## src/rtl/alu_seq_pkg.sv

```systemverilog
// alu_seq_pkg: shared definitions for the ALU sequencer.
//   - opcode encodings OP_ADD..OP_RSVD (3-bit CMD_OP values)
//   - FSM state encoding IDLE/EXEC/MUL_ITER/MUL_FIN/RESP
//   - MUL_ITERS: number of shift-add iterations for an 8-bit multiply
package alu_seq_pkg;

  localparam logic [2:0] OP_ADD  = 3'd0;
  localparam logic [2:0] OP_SUB  = 3'd1;
  localparam logic [2:0] OP_SHR  = 3'd2;
  localparam logic [2:0] OP_OR   = 3'd3;
  localparam logic [2:0] OP_AND  = 3'd4;
  localparam logic [2:0] OP_CMP  = 3'd5;
  localparam logic [2:0] OP_MUL  = 3'd6;
  localparam logic [2:0] OP_RSVD = 3'd7;

  localparam int MUL_ITERS = 8;

  typedef enum logic [2:0] {
    IDLE     = 3'd0,
    EXEC     = 3'd1,
    MUL_ITER = 3'd2,
    MUL_FIN  = 3'd3,
    RESP     = 3'd4
  } state_t;

endpackage

```

## src/rtl/alu_sequencer_if.sv

```systemverilog
// alu_sequencer_if: command and response handshake bundle of the sequencer.
//   Command : CMD_VALID, CMD_READY, CMD_OP[2:0], CMD_SET_FLAGS, CMD_A, CMD_B
//   Response: RSP_VALID, RSP_READY, RSP_DATA, RSP_WE, RSP_ERR
//   master = decode side (issues commands, consumes responses)
//   slave  = alu_sequencer
interface alu_sequencer_if;
  logic       CMD_VALID;
  logic       CMD_READY;
  logic [2:0] CMD_OP;
  logic       CMD_SET_FLAGS;
  logic [7:0] CMD_A;
  logic [7:0] CMD_B;
  logic       RSP_VALID;
  logic       RSP_READY;
  logic [7:0] RSP_DATA;
  logic       RSP_WE;
  logic       RSP_ERR;

  modport master (
    output CMD_VALID, CMD_OP, CMD_SET_FLAGS, CMD_A, CMD_B, RSP_READY,
    input  CMD_READY, RSP_VALID, RSP_DATA, RSP_WE, RSP_ERR
  );

  modport slave (
    input  CMD_VALID, CMD_OP, CMD_SET_FLAGS, CMD_A, CMD_B, RSP_READY,
    output CMD_READY, RSP_VALID, RSP_DATA, RSP_WE, RSP_ERR
  );
endinterface

```

## src/rtl/alu_seq_mul_iter.sv

```systemverilog
// alu_seq_mul_iter: iteration state for the shift-add multiply.
//   Holds the partial product P, the shifted multiplicand A<<i and bit index i.
//   Ports: CLK, RST_N (async, active-low); i_start loads A and clears P/i;
//   i_step advances one iteration, taking i_alu_result (P + A<<i) into P when
//   i_b[i] is set; o_p / o_a_sh drive the ALU operands; o_last flags i==7.
module alu_seq_mul_iter
  import alu_seq_pkg::*;
#(
  parameter int WIDTH = 8
) (
  input  logic             CLK,
  input  logic             RST_N,
  input  logic             i_start,
  input  logic             i_step,
  input  logic [WIDTH-1:0] i_a,
  input  logic [WIDTH-1:0] i_b,
  input  logic [WIDTH-1:0] i_alu_result,
  output logic [WIDTH-1:0] o_p,
  output logic [WIDTH-1:0] o_a_sh,
  output logic             o_last
);

  logic [WIDTH-1:0] r_p;
  logic [WIDTH-1:0] r_a_sh;
  logic [2:0]       r_idx;

  always_ff @(posedge CLK or negedge RST_N) begin
    if (!RST_N) begin
      r_p    <= '0;
      r_a_sh <= '0;
      r_idx  <= '0;
    end else if (i_start) begin
      r_p    <= '0;
      r_a_sh <= i_a;
      r_idx  <= '0;
    end else if (i_step) begin
      // The ALU always adds; the sum is kept only when this multiplier bit is set.
      if (i_b[r_idx]) r_p <= i_alu_result;
      r_a_sh <= r_a_sh << 1;
      r_idx  <= r_idx + 3'd1;
    end
  end

  assign o_p    = r_p;
  assign o_a_sh = r_a_sh;
  assign o_last = (r_idx == 3'(MUL_ITERS - 1));

endmodule

```

## src/rtl/alu_sequencer.sv

```systemverilog
// alu_sequencer: issues one command at a time to an 8-bit ALU datapath and
// returns the captured ALU_RESULT over a valid/ready response port.
//   CLK, RST_N      : clock, asynchronous active-low reset
//   bus (slave)     : CMD_* command handshake, RSP_* response handshake
//   BUSY            : state is not IDLE
//   ALU_ADD/SUB/SHIFT/OR/AND/SETFLAGS : ALU strobes
//   ALU_ACC, ALU_REG: ALU operands; ALU_RESULT: combinational ALU result
// Build option: define ALU_SEQ_MUL_EN to build the shift-add multiply (op 6);
// without it op 6 is answered as an illegal opcode.
module alu_sequencer
  import alu_seq_pkg::*;
#(
  parameter int WIDTH = 8
) (
  input  logic             CLK,
  input  logic             RST_N,
  alu_sequencer_if.slave   bus,
  output logic             BUSY,
  output logic             ALU_ADD,
  output logic             ALU_SUB,
  output logic             ALU_SHIFT,
  output logic             ALU_OR,
  output logic             ALU_AND,
  output logic             ALU_SETFLAGS,
  output logic [WIDTH-1:0] ALU_ACC,
  output logic [WIDTH-1:0] ALU_REG,
  input  logic [WIDTH-1:0] ALU_RESULT
);

  state_t           r_state, w_next;
  logic [2:0]       r_op;
  logic [WIDTH-1:0] r_a, r_b, r_rsp_data;
  logic             r_setf, r_rsp_we, r_rsp_err;

  logic             w_accept, w_load, w_rsp_we, w_rsp_err;
  logic [WIDTH-1:0] w_rsp_data, w_p, w_a_sh;
  logic             w_mul_last;

  assign w_accept      = bus.CMD_VALID && (r_state == IDLE);
  assign bus.CMD_READY = (r_state == IDLE);
  assign bus.RSP_VALID = (r_state == RESP);
  assign bus.RSP_DATA  = r_rsp_data;
  assign bus.RSP_WE    = r_rsp_we;
  assign bus.RSP_ERR   = r_rsp_err;
  assign BUSY          = (r_state != IDLE);

`ifdef ALU_SEQ_MUL_EN
  logic w_mul_start, w_mul_step;
  assign w_mul_start = w_accept && (bus.CMD_OP == OP_MUL);
  assign w_mul_step  = (r_state == MUL_ITER);

  // A is taken straight from the command bus at accept so the first
  // iteration already sees A<<0.
  alu_seq_mul_iter #(.WIDTH(WIDTH)) u_mul_iter (
    .CLK          (CLK),
    .RST_N        (RST_N),
    .i_start      (w_mul_start),
    .i_step       (w_mul_step),
    .i_a          (bus.CMD_A),
    .i_b          (r_b),
    .i_alu_result (ALU_RESULT),
    .o_p          (w_p),
    .o_a_sh       (w_a_sh),
    .o_last       (w_mul_last)
  );
`else
  assign w_p        = '0;
  assign w_a_sh     = '0;
  assign w_mul_last = 1'b0;
`endif

  always_ff @(posedge CLK or negedge RST_N) begin
    if (!RST_N) r_state <= IDLE;
    else        r_state <= w_next;
  end

  always_comb begin
    w_next       = r_state;
    w_load       = 1'b0;
    w_rsp_data   = '0;
    w_rsp_we     = 1'b0;
    w_rsp_err    = 1'b0;
    ALU_ADD      = 1'b0;
    ALU_SUB      = 1'b0;
    ALU_SHIFT    = 1'b0;
    ALU_OR       = 1'b0;
    ALU_AND      = 1'b0;
    ALU_SETFLAGS = 1'b0;
    ALU_ACC      = '0;
    ALU_REG      = '0;
    case (r_state)
      IDLE: begin
        if (w_accept) begin
          if (bus.CMD_OP == OP_RSVD) begin
            w_next    = RESP;
            w_load    = 1'b1;
            w_rsp_err = 1'b1;
          end else if (bus.CMD_OP == OP_MUL) begin
`ifdef ALU_SEQ_MUL_EN
            w_next    = MUL_ITER;
`else
            w_next    = RESP;
            w_load    = 1'b1;
            w_rsp_err = 1'b1;
`endif
          end else begin
            w_next = EXEC;
          end
        end
      end
      EXEC: begin
        w_next       = RESP;
        w_load       = 1'b1;
        w_rsp_data   = ALU_RESULT;
        w_rsp_we     = (r_op != OP_CMP);
        // CMP exists only for its flags, so it always updates them.
        ALU_SETFLAGS = r_setf || (r_op == OP_CMP);
        case (r_op)
          OP_ADD: begin ALU_ADD = 1'b1; ALU_ACC = r_a; ALU_REG = r_b; end
          // The ALU computes REG-ACC, so operands are swapped to get A-B.
          OP_SUB, OP_CMP: begin ALU_SUB = 1'b1; ALU_ACC = r_b; ALU_REG = r_a; end
          OP_SHR: begin ALU_SHIFT = 1'b1; ALU_REG = r_a; end
          OP_OR:  begin ALU_OR  = 1'b1; ALU_ACC = r_a; ALU_REG = r_b; end
          OP_AND: begin ALU_AND = 1'b1; ALU_ACC = r_a; ALU_REG = r_b; end
          default: ;
        endcase
      end
      MUL_ITER: begin
        ALU_ADD = 1'b1;
        ALU_ACC = w_p;
        ALU_REG = w_a_sh;
        if (w_mul_last) w_next = MUL_FIN;
      end
      MUL_FIN: begin
        // P + 0 pass-through so the flags reflect the final product.
        ALU_ADD      = 1'b1;
        ALU_ACC      = w_p;
        ALU_SETFLAGS = r_setf;
        w_next       = RESP;
        w_load       = 1'b1;
        w_rsp_data   = ALU_RESULT;
        w_rsp_we     = 1'b1;
      end
      RESP: begin
        if (bus.RSP_READY) w_next = IDLE;
      end
      default: w_next = IDLE;
    endcase
  end

  always_ff @(posedge CLK or negedge RST_N) begin
    if (!RST_N) begin
      r_op       <= '0;
      r_a        <= '0;
      r_b        <= '0;
      r_setf     <= 1'b0;
      r_rsp_data <= '0;
      r_rsp_we   <= 1'b0;
      r_rsp_err  <= 1'b0;
    end else begin
      if (w_accept) begin
        r_op   <= bus.CMD_OP;
        r_a    <= bus.CMD_A;
        r_b    <= bus.CMD_B;
        r_setf <= bus.CMD_SET_FLAGS;
      end
      if (w_load) begin
        r_rsp_data <= w_rsp_data;
        r_rsp_we   <= w_rsp_we;
        r_rsp_err  <= w_rsp_err;
      end
    end
  end

endmodule

```

## src/flat_wrapper.sv

```systemverilog
// flat-port wrapper written by rule: the top's interface ports become plain ports
module alu_sequencer_flat import alu_seq_pkg::*;
#(
  parameter int WIDTH = 8
)
  (CLK, RST_N, BUSY, ALU_ADD, ALU_SUB, ALU_SHIFT, ALU_OR, ALU_AND, ALU_SETFLAGS, ALU_ACC, ALU_REG, ALU_RESULT, bus_CMD_VALID, bus_CMD_OP, bus_CMD_SET_FLAGS, bus_CMD_A, bus_CMD_B, bus_RSP_READY, bus_CMD_READY, bus_RSP_VALID, bus_RSP_DATA, bus_RSP_WE, bus_RSP_ERR);
  alu_sequencer_if bus_i ();
  input  logic CLK;
  input  logic RST_N;
  output logic BUSY;
  output logic ALU_ADD;
  output logic ALU_SUB;
  output logic ALU_SHIFT;
  output logic ALU_OR;
  output logic ALU_AND;
  output logic ALU_SETFLAGS;
  output logic [WIDTH-1:0] ALU_ACC;
  output logic [WIDTH-1:0] ALU_REG;
  input  logic [WIDTH-1:0] ALU_RESULT;
  input wire logic [$bits(bus_i.CMD_VALID)-1:0] bus_CMD_VALID;
  input wire logic [$bits(bus_i.CMD_OP)-1:0] bus_CMD_OP;
  input wire logic [$bits(bus_i.CMD_SET_FLAGS)-1:0] bus_CMD_SET_FLAGS;
  input wire logic [$bits(bus_i.CMD_A)-1:0] bus_CMD_A;
  input wire logic [$bits(bus_i.CMD_B)-1:0] bus_CMD_B;
  input wire logic [$bits(bus_i.RSP_READY)-1:0] bus_RSP_READY;
  output wire logic [$bits(bus_i.CMD_READY)-1:0] bus_CMD_READY;
  output wire logic [$bits(bus_i.RSP_VALID)-1:0] bus_RSP_VALID;
  output wire logic [$bits(bus_i.RSP_DATA)-1:0] bus_RSP_DATA;
  output wire logic [$bits(bus_i.RSP_WE)-1:0] bus_RSP_WE;
  output wire logic [$bits(bus_i.RSP_ERR)-1:0] bus_RSP_ERR;
  assign bus_i.CMD_VALID = bus_CMD_VALID;
  assign bus_i.CMD_OP = bus_CMD_OP;
  assign bus_i.CMD_SET_FLAGS = bus_CMD_SET_FLAGS;
  assign bus_i.CMD_A = bus_CMD_A;
  assign bus_i.CMD_B = bus_CMD_B;
  assign bus_i.RSP_READY = bus_RSP_READY;
  assign bus_CMD_READY = bus_i.CMD_READY;
  assign bus_RSP_VALID = bus_i.RSP_VALID;
  assign bus_RSP_DATA = bus_i.RSP_DATA;
  assign bus_RSP_WE = bus_i.RSP_WE;
  assign bus_RSP_ERR = bus_i.RSP_ERR;
  alu_sequencer #(.WIDTH(WIDTH)) u_core (.CLK(CLK), .RST_N(RST_N), .bus(bus_i), .BUSY(BUSY), .ALU_ADD(ALU_ADD), .ALU_SUB(ALU_SUB), .ALU_SHIFT(ALU_SHIFT), .ALU_OR(ALU_OR), .ALU_AND(ALU_AND), .ALU_SETFLAGS(ALU_SETFLAGS), .ALU_ACC(ALU_ACC), .ALU_REG(ALU_REG), .ALU_RESULT(ALU_RESULT));
endmodule
```

## config.mk

```make
export PLATFORM = sky130hd
export DESIGN_NAME = alu_sequencer_flat
export DESIGN_NICKNAME = d
export VERILOG_FILES = /design/src/rtl/alu_seq_pkg.sv /design/src/rtl/alu_sequencer_if.sv /design/src/rtl/alu_seq_mul_iter.sv /design/src/rtl/alu_sequencer.sv /design/src/flat_wrapper.sv
export SDC_FILE = /design/constraint.sdc
export NUM_CORES = 1
export LEC_CHECK = 0
export CORE_UTILIZATION = 37
export CTS_CLUSTER_DIAMETER = 100
export CTS_CLUSTER_SIZE = 10
export DETAILED_ROUTE_END_ITERATION = 10
export GPL_ROUTABILITY_DRIVEN = 1
export HOLD_SLACK_MARGIN = 0.15
export PLACE_DENSITY = 0.8
export REMOVE_ABC_BUFFERS = 1
export SYNTH_ARGS = -nofsm -noshare
export SYNTH_HDL_FRONTEND = slang
export SYNTH_SLANG_ARGS = --single-unit
```

## constraint.sdc

```tcl
create_clock -name CLK -period 1.45 [get_ports CLK]
set_input_delay 0.3625 -clock CLK [delete_from_list [all_inputs] [get_ports CLK]]
set_output_delay 0.3625 -clock CLK [all_outputs]
set_load 0.1 [all_outputs]
```

Word level (Yosys, flattened, before mapping)
Cells that the tools add are included.
{"block": "classes", "n_addsub": 0, "n_mul": 0, "div": 0, "order_cmp": 0, "n_eq_ne": 14, "n_shift": 0, "mux": 27, "bitwise_logic": 1, "n_reduce_logical": 11}
{"cell": "8-bit case mux with 2 select lines", "n": 2}
{"cell": "8-bit 2-to-1 mux", "n": 3}
{"cell": "3-bit equality test, second input constant", "n": 5}
{"cell": "1-bit 2-to-1 mux", "n": 13}
{"cell": "3-bit by 2-bit equality test with 1-bit output, second input constant", "n": 4}
{"cell": "3-bit 2-to-1 mux", "n": 4}
{"cell": "3-bit case mux with 4 select lines", "n": 1}
{"cell": "1-bit case mux with 2 select lines", "n": 4}
{"cell": "3-bit by 1-bit equality test with 1-bit output, second input constant", "n": 2}
{"cell": "3-bit zero test", "n": 2}
{"cell": "2-bit OR reduction", "n": 3}
{"cell": "3-bit OR reduction", "n": 2}
{"cell": "3-bit != test, second input constant", "n": 1}
{"cell": "3-bit AND reduction", "n": 1}
{"cell": "3-bit nonzero test", "n": 1}
{"cell": "2-bit by 1-bit != test with 1-bit output, second input constant", "n": 1}
{"cell": "2-bit != test, second input constant", "n": 1}
{"cell": "1-bit logical AND", "n": 1}
{"cell": "1-bit logical OR", "n": 1}
{"cell": "1-bit inverter", "n": 1}
{"block": "word_totals", "regBits": 33, "latchBits": 0, "ramBits": 0, "rom_bits": 0, "output_inout_bits": 35, "wordCells": 61, "n_memories": 0}

Logic depth before layout (Yosys ltp)
{"block": "logic_depth", "depth_word": 5, "mapped_depth": 5, "ltp_nobuf": 3}

Worst setup path before layout
No wires, ideal clock.
{"block": "synth_path", "kind": "reg-to-output", "start": "register u_core.r_state[2]", "end": "output port ALU_SHIFT", "t_arrival_ns": 3.818, "required_ns": 1.087, "slack_ns": -2.730, "path_stages_with_launch": 4, "path_cell_list": "dfrtp_1 -> nand2b_1 -> buf_4 -> nor4b_1"}
{"block": "synth_between", "elab_chain_cells": 2}
{"element": "start, declared", "line_no": "alu_sequencer.sv:30", "text": "state_t r_state, w_next;"}
{"element": "start signal, assigned", "line_no": "alu_sequencer.sv:74", "text": "else r_state <= w_next;"}
{"element": "3-bit by 1-bit equality test with 1-bit output", "line_no": "alu_sequencer.sv:91", "text": "case (r_state)"}
{"element": "1-bit 2-to-1 mux", "line_no": "alu_sequencer.sv:91"}
{"element": "end, declared", "line_no": "flat_wrapper.sv:13", "text": "output logic ALU_SHIFT;"}
Every way passes these cells.

Final worst setup path
{"block": "layout_path", "start": "register u_core.r_op[1]", "end": "output port ALU_ACC[0]"}
{"block": "layout_between", "elab_chain_cells": 4}
{"element": "start, declared", "line_no": "alu_sequencer.sv:31", "text": "logic [2:0] r_op;"}
{"element": "start signal, assigned", "line_no": "alu_sequencer.sv:162", "text": "r_op <= bus.CMD_OP;"}
{"element": "3-bit by 2-bit equality test with 1-bit output, or another cell as far along", "line_no": "alu_sequencer.sv:118", "text": "case (r_op)"}
{"element": "3-bit OR reduction (no line) or 2-bit OR reduction (tied branches)"}
{"element": "8-bit case mux with 2 select lines (*)", "line_no": "alu_sequencer.sv:118"}
{"element": "8-bit 2-to-1 mux (*)", "line_no": "alu_sequencer.sv:91"}
{"element": "end, declared", "line_no": "flat_wrapper.sv:17", "text": "output logic [WIDTH-1:0] ALU_ACC;"}
Every way passes the cells marked *; elsewhere a longest branch is shown, timed or not.

==> impl_metrics.tcl <==
set metrics [dict create \
    holdBufCountCts 0 \
    die_h_um 65.2 \
    dr_wl_met3_um 435 \
    cts_tree "built" \
    maxCapViolCount 0 \
    max_slew_margin_pct 81.7 \
    syn_inst 113 \
    max_clock_freq_mhz 440 \
    cp.required_ns 1.09 \
    netlist_area_sq_um 1480 \
    io_buffers 66 \
    grt_max_degree 33 \
    seq_power_share_pct 22.6 \
    totalWireLength_um 5680 \
    core_sq_um 3740 \
    start_util_pct 39.5 \
    areaGrowthSynthToFinish_pct 120 \
    cp_max_fo 8 \
    die_w_um 65.2 \
    cts_sinks 32 \
    wl_met1_um 2090 \
    synth_area_leaders "dfrtp_1 54%, mux2_2 14%, a22o_1 14%, a21oi_4 2.2%, buf_4 2.0%" \
    p_sw_share_pct 48.8 \
    antenna_found_initial 0 \
    crit_path_start_kind "flip-flop" \
    dpl_cell_area_sq_um 2710 \
    hold_viol 0 \
    ir_drop_uv 1410 \
    path_class "flip-flop to output pin" \
    placed_cells 242 \
    rr_startpoint "u_core.r_state[0]" \
    fin_tns_setup_ns -21.15 \
    netlist-cell-type-count 26 \
    via_per_inst 5.50 \
    status "finished with violations" \
    ff2ff_setup_slack_ns -0.27 \
    ys_seq_area_share_pct 54.1 \
    min_period_ns 2.27 \
    wl_met2_um 3000 \
    r2r.worst_path.cells 7 \
    drive_gt1_share_pct 58.6 \
    setup_viol 47 \
    finalNetCount 246 \
    layout_setup_ws_ns -0.822 \
    via_count 1447 \
    synth_top_area_share_pct 54.1 \
    crit_arrival_ns 1.91 \
    design_area_sq_um 3250 \
    io_pins 67 \
    fin_cells 263 \
    grt.total_usage_pct 25.8 \
    failed_checks "setup timing" \
    rows 22 \
    ant_nets 0 \
    wire_per_inst_um 21.6 \
    highest_layer "met4" \
    insertion_delay_ns 0.29 \
    diodes 0 \
    ys_warn_count 0 \
    ys_seq_elements 32 \
    avgSynthCellArea_sq_um 13.1 \
    r2r-end "u_core.r_a[7]" \
    grt_pass1_wl_um 8000 \
    rsz0062_at_grt "true" \
    yosys.area.top_type "dfrtp_1" \
    comb_power_share_pct 67.9 \
    grt.overflow.total 0 \
    skew_ns 0.00582 \
    cts_buffer_depth 2 \
    cts-root-buf "clkbuf_8" \
    maxSlewViolCount 0 \
    drtIter0Drc 50 \
    cts_made_buffers 5 \
    worstHoldPathType "input pin to asynchronous set/reset pin" \
    clockPowerShare_pct 9.5 \
    tightest_slew_ns 0.273 \
    cp-end-kind "output pin" \
    clkSlewWorstSetupHoldPaths_ns 0.07 \
    p_int_mw 3.90 \
    die_area_sq_um 4250 \
    htree_levels 2 \
    dr.pass1.iters 4 \
    leakagePower_nw 1.46 \
    min_period_over_period_pct 157 \
    p_sw_mw 3.71 \
    dp_hpwl_um 3120 \
    drc 0 \
    grt_pass1_vias 1534 \
    p_per_area_nw_per_um2 2340 \
    routabilityCongestion 0.784 \
]
==> through the flow <==
step / hold WS [ns] / utilization [%] / worst slack (ns) / power, mW
after detailed placement: 0.515 / 72.3 / -0.446 / 5.96
final: 0.430 / 86.9 / -0.822 / 7.61
after floorplan: 0.0669 / - / -2.79 / 4.15
after CTS: 0.447 / 83.4 / -0.738 / 7.29
after global placement: 0.496 / 72.3 / -0.392 / 5.83
after global routing: 0.457 / 86.9 / -0.843 / 7.82
==> cells by family (layout without fill, tap and decap cells) <==
family,after synthesis,count (layout),synth area share [%]
muxes,19,19,14.5
DFF,32,32,54.1
buffers and inverters,9,111,3.30
and+or+nand+nor,19,19,8.46
AOI/OAI and AO/OA,34,34,19.6
==> flip-flops by register name, summed over array words and instances (netlist names) <==
register,count
u_core.r_b,8
u_core.bus.RSP_DATA,8
u_core.bus.RSP_ERR,1
u_core.r_state,2
u_core.r_a,8
u_core.r_setf,1
u_core.bus.RSP_WE,1
u_core.r_op,3
==> cells in the final DEF, fill, tap and decap left out, types with 3 or more instances in the layout <==
cell type        count
a22o_1              17
a22o_4               7
buf_12              38
buf_4               12
buf_6               16
clkbuf_8             6
clkdlybuf4s50_1     31
dfrtp_1             32
mux2_4              19
nand2b_4             3
==> worst max-delay path by stage <==
| stage | startpoint | endpoint | slack [ns] | depth (start not counted) |
|---|---|---|---|---|
| finish | u_core.r_op[1] | ALU_ACC[0] | -0.82 | 6 |
| global route | u_core.r_op[1] | ALU_ACC[0] | -0.84 | 6 |
| CTS | u_core.r_op[1] | ALU_REG[7] | -0.74 | 4 |
| detailed placement | u_core.r_op[1] | ALU_REG[6] | -0.45 | 4 |
| global placement | u_core.r_op[1] | ALU_REG[5] | -0.39 | 4 |
| floorplan | u_core.r_state[2] | ALU_SHIFT | -2.79 | 2 |
==> repair_timing <==
item                       in CTS  in global routing
resized for setup              54                 28
cloned                          2                  2
pin swaps                      13                 13
setup buffers                   8                  3
setup endpoints to repair      44                 47
==> per-layer routing <==
| metal | GRT usage, % | vias up |
|---|---|---|
| met5 | 0 | - |
| met4 | 12.8 | 0 |
| met2 | 43.8 | 76 |
| met3 | 8.51 | 14 |
| li1 | - | 626 |
| met1 | 28.6 | 731 |
==> area by class of cell <==
type / instances / area (sq um)
fill: 167 / 489
multi-input combinational: 72 / 873
timing repair buffer: 100 / 1410
inverter: 3 / 21.3
clock buffer: 8 / 90.1
tap: 48 / 60.1
sequential: 32 / 801
==> cell usage after synthesis <==
cell      instances
nor2b_1           1
nor2_2            1
buf_4             4
dfrtp_1          32
a21boi_0          1
nor3_1            2
nand2_1           1
a21o_1            1
clkbuf_1          2
a21oi_4           2
and4_1            1
a21oi_1           2
a22o_1           24
inv_1             3
a31oi_1           2
or2_2             1
or3b_4            1
o21ai_0           2
nor3b_2           1
mux2_2           19
nand2b_1          3
nor2_1            3
and2b_1           1
nor4b_1           1
nand3b_1          1
or2_1             1
==> critical path, cell delays in order, from the launching register on <==
cell	delay (ns)
dfrtp_1	0.40
buf_6	0.14
or2_4	0.26
a21oi_4	0.20
clkbuf_16	0.20
a22o_1	0.21
buf_12	0.19
==> power by group through the flow <==
stage | Combinational (mW) | Clock [mW] | Sequential [mW]
after floorplan | 1.76 | 0 | 2.39
final | 5.17 | 0.725 | 1.72
after global placement | 4.23 | 0 | 1.61
after detailed placement | 4.31 | 0 | 1.65
after global routing | 5.31 | 0.766 | 1.75
after CTS | 4.90 | 0.717 | 1.67
Note: power is estimated with default switching activity, not from simulation.
